`src/rtl/mem_access_unit_pkg.sv`:
```
// Shared opcodes, access-size and FSM encodings, and the opcode decoder for mem_access_unit.
// Latency: none, declarations and a pure function only.
// Backpressure: not applicable.
package mem_access_unit_pkg;

  localparam logic [5:0] OP_LB  = 6'h20;
  localparam logic [5:0] OP_LBU = 6'h24;
  localparam logic [5:0] OP_LH  = 6'h21;
  localparam logic [5:0] OP_LHU = 6'h25;
  localparam logic [5:0] OP_LW  = 6'h23;
  localparam logic [5:0] OP_LL  = 6'h30;
  localparam logic [5:0] OP_SB  = 6'h28;
  localparam logic [5:0] OP_SH  = 6'h29;
  localparam logic [5:0] OP_SW  = 6'h2b;
  localparam logic [5:0] OP_SC  = 6'h38;

  // Encoding is fixed: other blocks compare against these raw values.
  typedef enum logic [1:0] {
    SZ_COND = 2'd0,
    SZ_BYTE = 2'd1,
    SZ_HALF = 2'd2,
    SZ_WORD = 2'd3
  } size_e;

  typedef enum logic [1:0] {
    ST_IDLE = 2'd0,
    ST_REQ  = 2'd1,
    ST_WAIT = 2'd2,
    ST_RESP = 2'd3
  } state_e;

  // Decoded operation; sc counts as a store so a misaligned sc reports ades.
  typedef struct packed {
    size_e size;
    logic  store;
    logic  sgn;
    logic  ll;
    logic  sc;
  } op_t;

  // Unknown opcodes fall through as a plain word load.
  function automatic op_t decode_op(input logic [5:0] opc);
    op_t d;
    d.size  = SZ_WORD;
    d.store = 1'b0;
    d.sgn   = 1'b0;
    d.ll    = 1'b0;
    d.sc    = 1'b0;
    case (opc)
      OP_LB:  begin d.size = SZ_BYTE; d.sgn = 1'b1; end
      OP_LBU: d.size = SZ_BYTE;
      OP_LH:  begin d.size = SZ_HALF; d.sgn = 1'b1; end
      OP_LHU: d.size = SZ_HALF;
      OP_LL:  d.ll = 1'b1;
      OP_SB:  begin d.size = SZ_BYTE; d.store = 1'b1; end
      OP_SH:  begin d.size = SZ_HALF; d.store = 1'b1; end
      OP_SW:  d.store = 1'b1;
      OP_SC:  begin d.size = SZ_COND; d.store = 1'b1; d.sc = 1'b1; end
      default: ;
    endcase
    return d;
  endfunction

endpackage

```
`src/rtl/mem_access_unit_if.sv`:
```
// Pipeline-side and bus-side handshake bundles for mem_access_unit.
// Latency: none, wiring only.
// Backpressure: pipe uses valid/ready on both request and response; bus uses addr_ok/data_ok.
// Ports: mem_pipe_if  master = pipeline, slave = access unit
//        mem_bus_if   master = access unit, slave = data SRAM bus
interface mem_pipe_if #(parameter int ADDR_W = 32);
  logic              in_valid;
  logic              in_ready;
  logic [5:0]        in_opcode;
  logic [ADDR_W-1:0] in_addr;
  logic [31:0]       in_wdata;
  logic              out_valid;
  logic              out_ready;
  logic [31:0]       out_rdata;
  logic              out_adel;
  logic              out_ades;
  logic [ADDR_W-1:0] out_badvaddr;

  modport master (
    output in_valid, in_opcode, in_addr, in_wdata, out_ready,
    input  in_ready, out_valid, out_rdata, out_adel, out_ades, out_badvaddr
  );
  modport slave (
    input  in_valid, in_opcode, in_addr, in_wdata, out_ready,
    output in_ready, out_valid, out_rdata, out_adel, out_ades, out_badvaddr
  );
endinterface

interface mem_bus_if #(parameter int ADDR_W = 32);
  logic              m_req;
  logic              m_wr;
  logic [3:0]        m_be;
  logic [ADDR_W-1:0] m_addr;
  logic [31:0]       m_wdata;
  logic              m_addr_ok;
  logic              m_data_ok;
  logic [31:0]       m_rdata;

  modport master (
    output m_req, m_wr, m_be, m_addr, m_wdata,
    input  m_addr_ok, m_data_ok, m_rdata
  );
  modport slave (
    input  m_req, m_wr, m_be, m_addr, m_wdata,
    output m_addr_ok, m_data_ok, m_rdata
  );
endinterface

```
`src/rtl/mem_access_unit_lane.sv`:
```
// Byte-lane steering: byte enables, replicated store data, extracted/extended load data, misalign flag.
// Latency: combinational.
// Backpressure: none.
// Ports: size_i/addr_lo_i/sgn_i select the access; wdata_i/rdata_i raw data; be_o, wdata_o, rdata_o, misalign_o results.
module mem_lane_align
  import mem_access_unit_pkg::*;
(
  input  size_e       size_i,
  input  logic [1:0]  addr_lo_i,
  input  logic        sgn_i,
  input  logic [31:0] wdata_i,
  input  logic [31:0] rdata_i,
  output logic [3:0]  be_o,
  output logic [31:0] wdata_o,
  output logic [31:0] rdata_o,
  output logic        misalign_o
);

  logic [31:0] lane;

  // Move the addressed lane down to bit 0 before extension.
  assign lane = rdata_i >> {addr_lo_i, 3'b000};

  always_comb begin
    be_o       = 4'b1111;
    wdata_o    = wdata_i;
    rdata_o    = rdata_i;
    misalign_o = |addr_lo_i;
    case (size_i)
      SZ_BYTE: begin
        be_o       = 4'b0001 << addr_lo_i;
        wdata_o    = {4{wdata_i[7:0]}};
        rdata_o    = {{24{sgn_i & lane[7]}}, lane[7:0]};
        misalign_o = 1'b0;
      end
      SZ_HALF: begin
        be_o       = 4'b0011 << addr_lo_i;
        wdata_o    = {2{wdata_i[15:0]}};
        rdata_o    = {{16{sgn_i & lane[15]}}, lane[15:0]};
        misalign_o = addr_lo_i[0];
      end
      default: ;
    endcase
  end

endmodule

```
`src/rtl/mem_access_unit.sv`:
```
// Multi-cycle data-memory access unit: decode, align check, bus handshake, load extension, LL/SC link.
// Latency: 3 cycles accept-to-response best case (2 if addr_ok and data_ok coincide), 1 for errors / failed sc.
// Backpressure: one request in flight; in_ready only in IDLE, response held until out_ready.
// Ports: clk, rst (async, active-high), llbit_clr, pipe (mem_pipe_if.slave), bus (mem_bus_if.master).
module mem_access_unit
  import mem_access_unit_pkg::*;
#(
  parameter int ADDR_W  = 32,
  parameter bit LLSC_EN = 1'b1
)(
  input  logic        clk,
  input  logic        rst,
  input  logic        llbit_clr,
  mem_pipe_if.slave   pipe,
  mem_bus_if.master   bus
);

  state_e              state_q, state_d;
  op_t                 op_q;
  logic [ADDR_W-1:0]   addr_q;
  logic [31:0]         wdata_q;
  logic [31:0]         result_q;
  logic                adel_q, ades_q;
  logic                llbit_q;
  logic [ADDR_W-3:0]   lladdr_q;

  op_t                 in_dec;
  logic                accept, link_ok, sc_fail, data_done, in_req;
  size_e               ln_size;
  logic [1:0]          ln_addr_lo;
  logic                ln_sgn;
  logic [31:0]         ln_wdata;
  logic [3:0]          ln_be;
  logic [31:0]         ln_wdata_sh, ln_rdata_ext;
  logic                ln_misalign;

  assign in_dec    = decode_op(pipe.in_opcode);
  assign accept    = (state_q == ST_IDLE) && pipe.in_valid;
  assign in_req    = (state_q == ST_REQ);
  assign link_ok   = !LLSC_EN || (llbit_q && (pipe.in_addr[ADDR_W-1:2] == lladdr_q));
  assign sc_fail   = in_dec.sc && !link_ok;
  assign data_done = (in_req && bus.m_addr_ok && bus.m_data_ok) ||
                     ((state_q == ST_WAIT) && bus.m_data_ok);

  // One aligner serves both phases: in IDLE it checks the incoming request,
  // afterwards it steers the captured request and the returning bus data.
  assign ln_size    = (state_q == ST_IDLE) ? in_dec.size         : op_q.size;
  assign ln_addr_lo = (state_q == ST_IDLE) ? pipe.in_addr[1:0]   : addr_q[1:0];
  assign ln_sgn     = (state_q == ST_IDLE) ? in_dec.sgn          : op_q.sgn;
  assign ln_wdata   = (state_q == ST_IDLE) ? pipe.in_wdata       : wdata_q;

  mem_lane_align u_lane (
    .size_i     (ln_size),
    .addr_lo_i  (ln_addr_lo),
    .sgn_i      (ln_sgn),
    .wdata_i    (ln_wdata),
    .rdata_i    (bus.m_rdata),
    .be_o       (ln_be),
    .wdata_o    (ln_wdata_sh),
    .rdata_o    (ln_rdata_ext),
    .misalign_o (ln_misalign)
  );

  // State register
  always_ff @(posedge clk or posedge rst) begin
    if (rst) state_q <= ST_IDLE;
    else     state_q <= state_d;
  end

  // Next-state logic
  always_comb begin
    state_d = state_q;
    case (state_q)
      ST_IDLE: if (pipe.in_valid) state_d = (ln_misalign || sc_fail) ? ST_RESP : ST_REQ;
      ST_REQ:  if (bus.m_addr_ok) state_d = bus.m_data_ok ? ST_RESP : ST_WAIT;
      ST_WAIT: if (bus.m_data_ok) state_d = ST_RESP;
      ST_RESP: if (pipe.out_ready) state_d = ST_IDLE;
      default: state_d = ST_IDLE;
    endcase
  end

  // Outputs; bus fields are forced to zero outside REQ so m_req drops with rst.
  always_comb begin
    pipe.in_ready     = (state_q == ST_IDLE);
    pipe.out_valid    = (state_q == ST_RESP);
    pipe.out_rdata    = result_q;
    pipe.out_adel     = adel_q;
    pipe.out_ades     = ades_q;
    pipe.out_badvaddr = addr_q;
    bus.m_req         = in_req;
    bus.m_wr          = in_req && op_q.store;
    bus.m_be          = in_req ? ln_be : 4'b0000;
    bus.m_addr        = in_req ? {addr_q[ADDR_W-1:2], 2'b00} : '0;
    bus.m_wdata       = (in_req && op_q.store) ? ln_wdata_sh : 32'd0;
  end

  // Request capture and result latch
  always_ff @(posedge clk or posedge rst) begin
    if (rst) begin
      op_q     <= '0;
      addr_q   <= '0;
      wdata_q  <= '0;
      result_q <= '0;
      adel_q   <= 1'b0;
      ades_q   <= 1'b0;
    end else if (accept) begin
      op_q     <= in_dec;
      addr_q   <= pipe.in_addr;
      wdata_q  <= pipe.in_wdata;
      result_q <= '0;
      adel_q   <= ln_misalign && !in_dec.store;
      ades_q   <= ln_misalign && in_dec.store;
    end else if (data_done) begin
      result_q <= op_q.store ? {31'd0, op_q.sc} : ln_rdata_ext;
    end
  end

  // Link register. The sc outcome is fixed at acceptance, so the link can be
  // dropped there; an external clear beats an ll completing in the same cycle.
  always_ff @(posedge clk or posedge rst) begin
    if (rst) begin
      llbit_q  <= 1'b0;
      lladdr_q <= '0;
    end else if (llbit_clr || (accept && in_dec.sc)) begin
      llbit_q  <= 1'b0;
    end else if (LLSC_EN && data_done && op_q.ll) begin
      llbit_q  <= 1'b1;
      lladdr_q <= addr_q[ADDR_W-1:2];
    end
  end

endmodule

```
`src/flat_wrapper.sv`:
```
// flat-port wrapper written by rule: the top's interface ports become plain ports
module mem_access_unit_flat import mem_access_unit_pkg::*;
#(
  parameter int ADDR_W  = 32,
  parameter bit LLSC_EN = 1'b1
)
  (clk, rst, llbit_clr, pipe_in_valid, pipe_in_opcode, pipe_in_addr, pipe_in_wdata, pipe_out_ready, pipe_in_ready, pipe_out_valid, pipe_out_rdata, pipe_out_adel, pipe_out_ades, pipe_out_badvaddr, bus_m_req, bus_m_wr, bus_m_be, bus_m_addr, bus_m_wdata, bus_m_addr_ok, bus_m_data_ok, bus_m_rdata);
  mem_pipe_if #(.ADDR_W(ADDR_W)) pipe_i ();
  mem_bus_if #(.ADDR_W(ADDR_W)) bus_i ();
  input  logic clk;
  input  logic rst;
  input  logic llbit_clr;
  input wire logic [$bits(pipe_i.in_valid)-1:0] pipe_in_valid;
  input wire logic [$bits(pipe_i.in_opcode)-1:0] pipe_in_opcode;
  input wire logic [$bits(pipe_i.in_addr)-1:0] pipe_in_addr;
  input wire logic [$bits(pipe_i.in_wdata)-1:0] pipe_in_wdata;
  input wire logic [$bits(pipe_i.out_ready)-1:0] pipe_out_ready;
  output wire logic [$bits(pipe_i.in_ready)-1:0] pipe_in_ready;
  output wire logic [$bits(pipe_i.out_valid)-1:0] pipe_out_valid;
  output wire logic [$bits(pipe_i.out_rdata)-1:0] pipe_out_rdata;
  output wire logic [$bits(pipe_i.out_adel)-1:0] pipe_out_adel;
  output wire logic [$bits(pipe_i.out_ades)-1:0] pipe_out_ades;
  output wire logic [$bits(pipe_i.out_badvaddr)-1:0] pipe_out_badvaddr;
  output wire logic [$bits(bus_i.m_req)-1:0] bus_m_req;
  output wire logic [$bits(bus_i.m_wr)-1:0] bus_m_wr;
  output wire logic [$bits(bus_i.m_be)-1:0] bus_m_be;
  output wire logic [$bits(bus_i.m_addr)-1:0] bus_m_addr;
  output wire logic [$bits(bus_i.m_wdata)-1:0] bus_m_wdata;
  input wire logic [$bits(bus_i.m_addr_ok)-1:0] bus_m_addr_ok;
  input wire logic [$bits(bus_i.m_data_ok)-1:0] bus_m_data_ok;
  input wire logic [$bits(bus_i.m_rdata)-1:0] bus_m_rdata;
  assign pipe_i.in_valid = pipe_in_valid;
  assign pipe_i.in_opcode = pipe_in_opcode;
  assign pipe_i.in_addr = pipe_in_addr;
  assign pipe_i.in_wdata = pipe_in_wdata;
  assign pipe_i.out_ready = pipe_out_ready;
  assign pipe_in_ready = pipe_i.in_ready;
  assign pipe_out_valid = pipe_i.out_valid;
  assign pipe_out_rdata = pipe_i.out_rdata;
  assign pipe_out_adel = pipe_i.out_adel;
  assign pipe_out_ades = pipe_i.out_ades;
  assign pipe_out_badvaddr = pipe_i.out_badvaddr;
  assign bus_m_req = bus_i.m_req;
  assign bus_m_wr = bus_i.m_wr;
  assign bus_m_be = bus_i.m_be;
  assign bus_m_addr = bus_i.m_addr;
  assign bus_m_wdata = bus_i.m_wdata;
  assign bus_i.m_addr_ok = bus_m_addr_ok;
  assign bus_i.m_data_ok = bus_m_data_ok;
  assign bus_i.m_rdata = bus_m_rdata;
  mem_access_unit #(.ADDR_W(ADDR_W), .LLSC_EN(LLSC_EN)) u_core (.clk(clk), .rst(rst), .llbit_clr(llbit_clr), .pipe(pipe_i), .bus(bus_i));
endmodule
```
`config.mk`:
```
export PLATFORM = sky130hd
export DESIGN_NAME = mem_access_unit_flat
export DESIGN_NICKNAME = d
export VERILOG_FILES = /design/src/rtl/mem_access_unit_pkg.sv /design/src/rtl/mem_access_unit_if.sv /design/src/rtl/mem_access_unit_lane.sv /design/src/rtl/mem_access_unit.sv /design/src/flat_wrapper.sv
export SDC_FILE = /design/constraint.sdc
export NUM_CORES = 1
export LEC_CHECK = 0
export CAP_MARGIN = 20
export CORE_UTILIZATION = 45
export DETAILED_ROUTE_END_ITERATION = 8
export DONT_BUFFER_PORTS = 1
export GPL_ROUTABILITY_DRIVEN = 0
export GPL_TIMING_DRIVEN = 0
export PLACE_DENSITY = 0.62
export SLEW_MARGIN = 20
export SYNTH_ARGS = -nofsm -noshare
export SYNTH_HDL_FRONTEND = slang
export SYNTH_SLANG_ARGS = --single-unit
```
`constraint.sdc`:
```
create_clock -name clk -period 9.85 [get_ports clk]
set_clock_uncertainty 0.1 [all_clocks]
set_input_delay 1.4775 -clock clk [delete_from_list [all_inputs] [get_ports clk]]
set_output_delay 1.4775 -clock clk [all_outputs]
set_load 0.01 [all_outputs]
```
==> impl_metrics.tcl, run 1 <==
set metrics [dict create \
    dp_hpwl_um 16400 \
    cts-resized-gates 0 \
    cts.sinks 137 \
    avgSynthCellArea_um2 9.33 \
    power_leakage_nw 3.91 \
    ys_ff_latch 137 \
    min_to "u_core.wdata_q[7]$_DFFE_PP0P_" \
    required_ns 8.27 \
    dr_wl_met3_um 1920 \
    worstReg2RegStart "u_core.state_q[0]$_DFFE_PP0P_" \
    pre_cts_slack_ns 3.98 \
    start_util 0.462 \
    hp-class "register to register" \
    m1WireLength_um 9100 \
    yosys.area.top_type "dfrtp_1" \
    final.min_clock_period_ns 6.36 \
    p_sw_w 0.00128 \
    p_int_w 0.00162 \
    ys_types 49 \
    wl_per_cell_um 20.8 \
    worstMarginPinSlew_ns 0.684 \
    synth.area.top_cells "dfrtp_1 47%, nand2_1 12%, mux2i_1 6.9%, mux2_2 4.6%, xnor2_1 3.6%" \
    dr.pass1.iters 5 \
    core_area_mm2 0.0159 \
    fp.dieW_um 130 \
    p_sw_frac 0.441 \
    dieArea_mm2 0.0169 \
    power.density_mw_per_mm2 348 \
    p_seq_frac 0.335 \
    top_layer "met4" \
    grt_pass1_vias 5884 \
    row_count 46 \
    final_layout_size_suffix_gt1_frac 0.119 \
    wl_met2_um 10100 \
    final_cell_area_mm2 0.00832 \
    cts_tree "done" \
    root_buffer "clkbuf_16" \
    syn2layout_area_growth_pct 12.9 \
    vdd_ir_drop_max_v 0.000145 \
    postLayoutCoreUtil 0.522 \
    r2r_slack_ns 5.60 \
    syn_area_mm2 0.00736 \
    numCtsBuffers 17 \
    fin_ws_ns 3.49 \
    grt-ovfl-total 0 \
    maxSlewHeadroom 0.544 \
    htreeDepth 4 \
    critPathMaxFanout 10 \
    pwr-share-clk 0.237 \
    crit_type "register to output pin" \
    die_h_um 130 \
    setup_viol 0 \
    hold_ws_ns 0.371 \
    cts.path.max_buffers 2 \
    reg2reg_depth 12 \
    clk_pin_slew_worst_paths_ns 0.06 \
    drv_cap 0 \
    drt-total-wl_um 21700 \
    clk_latency_ns 0.41 \
    hold_violations 0 \
    slew_viol_final 0 \
    vias 6079 \
    start_kind "register" \
    grt_max_degree 101 \
    grt_use_total 0.256 \
    holdPathStages 2 \
    post-cts-setup-buffer-count 0 \
    max_freq_ghz 0.157 \
    yosysTopAreaCellShare 0.466 \
    cts_hold_buf 0 \
    cp-end-kind "output pin" \
    hold_start "u_core.wdata_q[7]$_DFFE_PP0P_" \
    timing.rr.end "u_core.pipe.out_rdata[10]$_DFFE_PP0P_" \
    remaining_drc_errors 0 \
    grt_first_pass_wirelength_um 32400 \
    combPwrFrac 0.428 \
    placed_area_mm2 0.00768 \
    antenna_found_initial 0 \
    rsz0062_at_grt "false" \
    antenna_left 0 \
    syn_inst 789 \
    nets 926 \
    final.setup.tns_ns 0 \
    via_per_inst 5.85 \
    fin_crit_sh 0.646 \
    drtIter0Drc 421 \
    num_antenna_cells 0 \
    synth-seq-area-share 0.466 \
    status "finished, final reports clean" \
    port_buffers 0 \
    yosysWarnings 0 \
    pin_count 247 \
    arrival_ns 4.79 \
]
==> power by group through the flow <==
stage	Sequential, W	Combinational, W	Clock, W
after global placement	0.000967	0.00119	0
after detailed placement	0.000978	0.00122	0
after floorplan	0.000925	0.000931	0
final	0.000969	0.00124	0.000686
after CTS	0.000970	0.00123	0.000693
after global routing	0.000996	0.00136	0.000719
==> synthesized netlist by cell type (all sizes together) <==
cell / number
ha: 6
or3: 2
buf: 26
mux2i: 51
nand2: 226
a22o: 1
o31a: 1
nand3b: 2
clkbuf: 25
mux4: 2
and2: 31
dfrtp: 137
a21o: 3
nand4: 7
nor2: 28
a211oi: 16
o2bb2ai: 8
nor4: 3
inv: 20
nand3: 4
a22oi: 21
o41ai: 1
o2111a: 1
o211ai: 1
a31oi: 2
o21ai: 25
mux2: 33
nor2b: 2
a221oi: 14
and3: 1
nand4b: 1
o22ai: 16
nor3: 3
conb: 1
or4: 1
o221ai: 5
a21oi: 29
a32oi: 2
nor4bb: 1
xnor2: 30
==> state kept, by name (all words and copies together) (netlist names) <==
| register | cells |
|---|---|
| u_core.pipe.out_badvaddr | 32 |
| u_core.pipe.out_rdata | 32 |
| u_core.wdata_q | 32 |
| u_core.lladdr_q | 30 |
| u_core.op_q | 6 |
| u_core.state_q | 2 |
| u_core.llbit_q | 1 |
| u_core.pipe.out_adel | 1 |
| u_core.pipe.out_ades | 1 |
==> metrics by stage <==
stage          power, W  instances
2_1_floorplan   0.00186        790
3_3_place_gp    0.00215       1006
3_5_place_dp    0.00220       1008
4_1_cts         0.00289       1040
5_1_grt         0.00308       1040
6_report        0.00289       1040
==> layout by cell type, fill, tap and decap left out, types with 5 or more instances in the layout <==
cell type    n
nand2_1    226
dfrtp_1    137
mux2i_1     51
and2_1      31
mux2_2      30
xnor2_1     30
a21oi_1     29
nor2_1      27
clkbuf_1    26
a22oi_1     20
inv_1       19
clkbuf_16   17
o22ai_1     16
a211oi_1    16
o21ai_0     15
a221oi_1    14
buf_2       13
o21ai_2     10
buf_1        9
o2bb2ai_1    8
nand4_1      7
ha_1         6
o221ai_1     5
==> logic make-up after synthesis <==
group                      share of synthesized area
adders and majority gates                     0.0102
other                                       0.000509
buffers and inverters                         0.0420
xor gates and xnor gates                      0.0357
and+or+nand+nor                                0.181
muxes                                          0.126
DFF                                            0.466
AOI/OAI and AO/OA                              0.139
==> worst max-delay path: stages, from the launching register on <==
cell      delay, ns
dfrtp_1        0.40
inv_1          0.14
ha_1           0.37
buf_2          0.36
buf_2          0.36
buf_1          0.57
a21oi_1        0.19
ha_1           0.38
clkbuf_1       0.41
clkbuf_1       0.43
nand2_1        0.34
o22ai_1        0.39
==> how the worst max path moves through the flow <==
stage / from / to / slack, ns / cells past startpoint
finish: u_core.state_q[0]$_DFFE_PP0P_ / bus_m_wdata[16] / 3.49 / 11
global route: u_core.state_q[0]$_DFFE_PP0P_ / bus_m_wdata[18] / 3.26 / 11
CTS: u_core.state_q[0]$_DFFE_PP0P_ / bus_m_wdata[16] / 3.49 / 11
detailed placement: u_core.state_q[0]$_DFFE_PP0P_ / bus_m_wdata[16] / 3.98 / 11
global placement: rst / u_core.wdata_q[25]$_DFFE_PP0P_ / 3.18 / 1
floorplan: rst / u_core.lladdr_q[0]$_DFFE_PP0P_ / 4.60 / 1
==> layer usage <==
layer	global-route usage	vias up
met2	0.401	273
met4	0.0999	0
met1	0.334	2997
met3	0.0771	50
met5	0	-
li1	-	2759
==> cell type report <==
class | count | area, um^2
buffer | 51 | 234
inverter | 20 | 82.6
timing repair buffer | 2 | 32.5
clock inverter | 11 | 170
clock buffer | 21 | 460
multi-input combinational | 582 | 3640
tap | 216 | 270
sequential | 137 | 3430
fill | 1513 | 7630
Note: power is estimated with default switching activity, not from simulation.
==> run 2: changes to the inputs <==
Clock period 9.85 ns to 6.5 ns, I/O delays scaled along.
==> results of run 2 <==
Same layout as run 1 (identical final DEF). Status: finished, final reports clean.
Main changes from that run: setup slack after placement 3.98 ns -> 1.13 ns; setup slack after layout 3.49 ns -> 0.638 ns; hold slack 0.371 ns -> 0.267 ns; register-to-register setup slack 5.60 ns -> 2.25 ns; total power 0.00289 W -> 0.00439 W; worst IR drop on VDD 0.000145 V -> 0.000220 V
==> run 3: changes to the inputs <==
Settings changed: CAP_MARGIN 20 to not set, CORE_UTILIZATION 45 to 60, CTS_CLUSTER_SIZE set to 30, PLACE_DENSITY 0.62 to 0.78.
==> run 3 against run 2 <==
Net effect: power down 0.65%; first-iteration DRC count up 26%; combinational power about the same; register-to-register slack better by 0.15 ns; non-clock buffer count unchanged; global-route usage up 7.7 points; fmax up 1.6%; core utilization up 16 points; sequential share of layout area up 0.52 points; critical path type unchanged; largest cell class unchanged; largest power group unchanged.
==> impl_metrics.tcl, run 3 (synthesis results as in run 1) <==
set metrics [dict create \
    remaining_drc_errors 0 \
    antenna_found_initial 0 \
    required_ns 5.42 \
    cp-end-kind "output pin" \
    cts.path.max_buffers 2 \
    maxSlewHeadroom 0.544 \
    hold_violations 0 \
    fin_crit_sh 0.888 \
    crit_type "register to output pin" \
    placed_area_mm2 0.00760 \
    htreeDepth 4 \
    final_common_cell "nand2_1" \
    vias 6171 \
    dp_hpwl_um 15500 \
    port_buffers 0 \
    cts_hold_buf 0 \
    drtIter0Drc 530 \
    status "finished, final reports clean" \
    grt_max_degree 97 \
    rsz0062_at_grt "false" \
    start_util 0.613 \
    final_layout_size_suffix_gt1_frac 0.115 \
    total_power_w 0.00436 \
    power_leakage_nw 3.90 \
    syn2layout_area_growth_pct 11.5 \
    clk_latency_ns 0.42 \
    crit_chain "inv_1, ha_1, buf_2, buf_2, buf_1, a21oi_1, ha_1, clkbuf_1, clkbuf_1, nand2_1, o22ai_1" \
    core_area_mm2 0.0120 \
    start_kind "register" \
    arrival_ns 4.70 \
    fp.dieW_um 113 \
    final_cell_area_mm2 0.00821 \
    via_per_inst 6.36 \
    row_count 40 \
    hp-class "primary input to asynchronous set/reset pin" \
    num_antenna_cells 0 \
    final.setup.tns_ns 0 \
    drv_cap 0 \
    critPathMaxFanout 10 \
    cpMaxStageDelayCell "buf_1" \
    post-cts-setup-buffer-count 0 \
    power.density_mw_per_mm2 531 \
    slew_viol_final 0 \
    final.min_clock_period_ns 5.77 \
    grt-ovfl-total 0 \
    grt_first_pass_wirelength_um 32400 \
    pre_cts_slack_ns 1.20 \
    antenna_left 0 \
    vdd_ir_drop_max_v 0.000236 \
    dr.pass1.iters 5 \
    drt-total-wl_um 20700 \
    dieArea_mm2 0.0127 \
    nets 926 \
    grt_pass1_vias 6267 \
    wl_per_cell_um 21.3 \
    r2r_slack_ns 2.40 \
    max_freq_ghz 0.173 \
    final_cell_mix "226 x nand2_1, 137 x dfrtp_1, 51 x mux2i_1" \
    cts_tree "done" \
    cts.sinks 137 \
    setup_viol 0 \
    die_h_um 113 \
    root_buffer "clkbuf_16" \
    cts-resized-gates 0 \
    slowest_delay_ns 0.57 \
    fin_ws_ns 0.729 \
    pin_count 247 \
    worstMarginPinSlew_ns 0.684 \
    clk_pin_slew_worst_paths_ns 0.06 \
    fillerInstances 987 \
    grt_use_total 0.334 \
    numCtsBuffers 17 \
]
run 3: area by class of cell:
cell class,count,area (um^2),share of cell area
tap,147,184,0.0224
clock inverter,8,143,0.0174
timing repair buffer,2,32.5,0.00396
buffer,51,234,0.0285
sequential,137,3430,0.417
clock buffer,24,472,0.0574
inverter,20,82.6,0.0101
multi-input combinational,582,3640,0.443
run 3: worst max-delay path: cells and delay by family (launching register included):
family                   cells  cell delay (ns)
buffers and inverters        6             2.21
adder cells (fa/ha/maj)      2             0.73
AO/OA/AOI/OAI                2             0.57
flip-flops                   1             0.40
AND/OR/NAND/NOR              1             0.35
run 3: final timing paths:
check,from,to,depth (start not counted)
hold / removal,rst,u_core.lladdr_q[11]$_DFFE_PP0P_,1
hold reg to reg,u_core.wdata_q[7]$_DFFE_PP0P_,u_core.wdata_q[7]$_DFFE_PP0P_,2
min in group clk,u_core.wdata_q[7]$_DFFE_PP0P_,u_core.wdata_q[7]$_DFFE_PP0P_,2
setup reg to reg,u_core.state_q[0]$_DFFE_PP0P_,u_core.pipe.out_rdata[9]$_DFFE_PP0P_,12
max in group asynchronous,rst,u_core.pipe.out_rdata[29]$_DFFE_PP0P_,2
setup / recovery,u_core.state_q[0]$_DFFE_PP0P_,bus_m_wdata[23],11
run 3: power by group:
group / total [W] / switching, W / internal, W / leakage (nW)
clock: 0.00101 / 0.000354 / 0.000660 / 0.298
sequential: 0.00147 / 0.000316 / 0.00115 / 1.79
combinational: 0.00187 / 0.00124 / 0.000637 / 1.82
total: 0.00436 / 0.00191 / 0.00245 / 3.90
run 3: stage by stage:
stage / hold slack (ns) / cells / util
finish: 0.279 / 971 / 0.684
global route: 0.288 / 971 / 0.684
CTS: 0.284 / 971 / 0.684
detailed placement: 0.361 / 939 / 0.633
global placement: 0.354 / 937 / 0.629
floorplan: 0.341 / 790 / -
run 3: layer usage:
metal	vias up	global-route usage	wire length [um]
met3	55	0.114	2230
met4	0	0.132	557
li1	2774	-	-
met5	-	0	0
met1	2979	0.415	8190
met2	363	0.537	9690
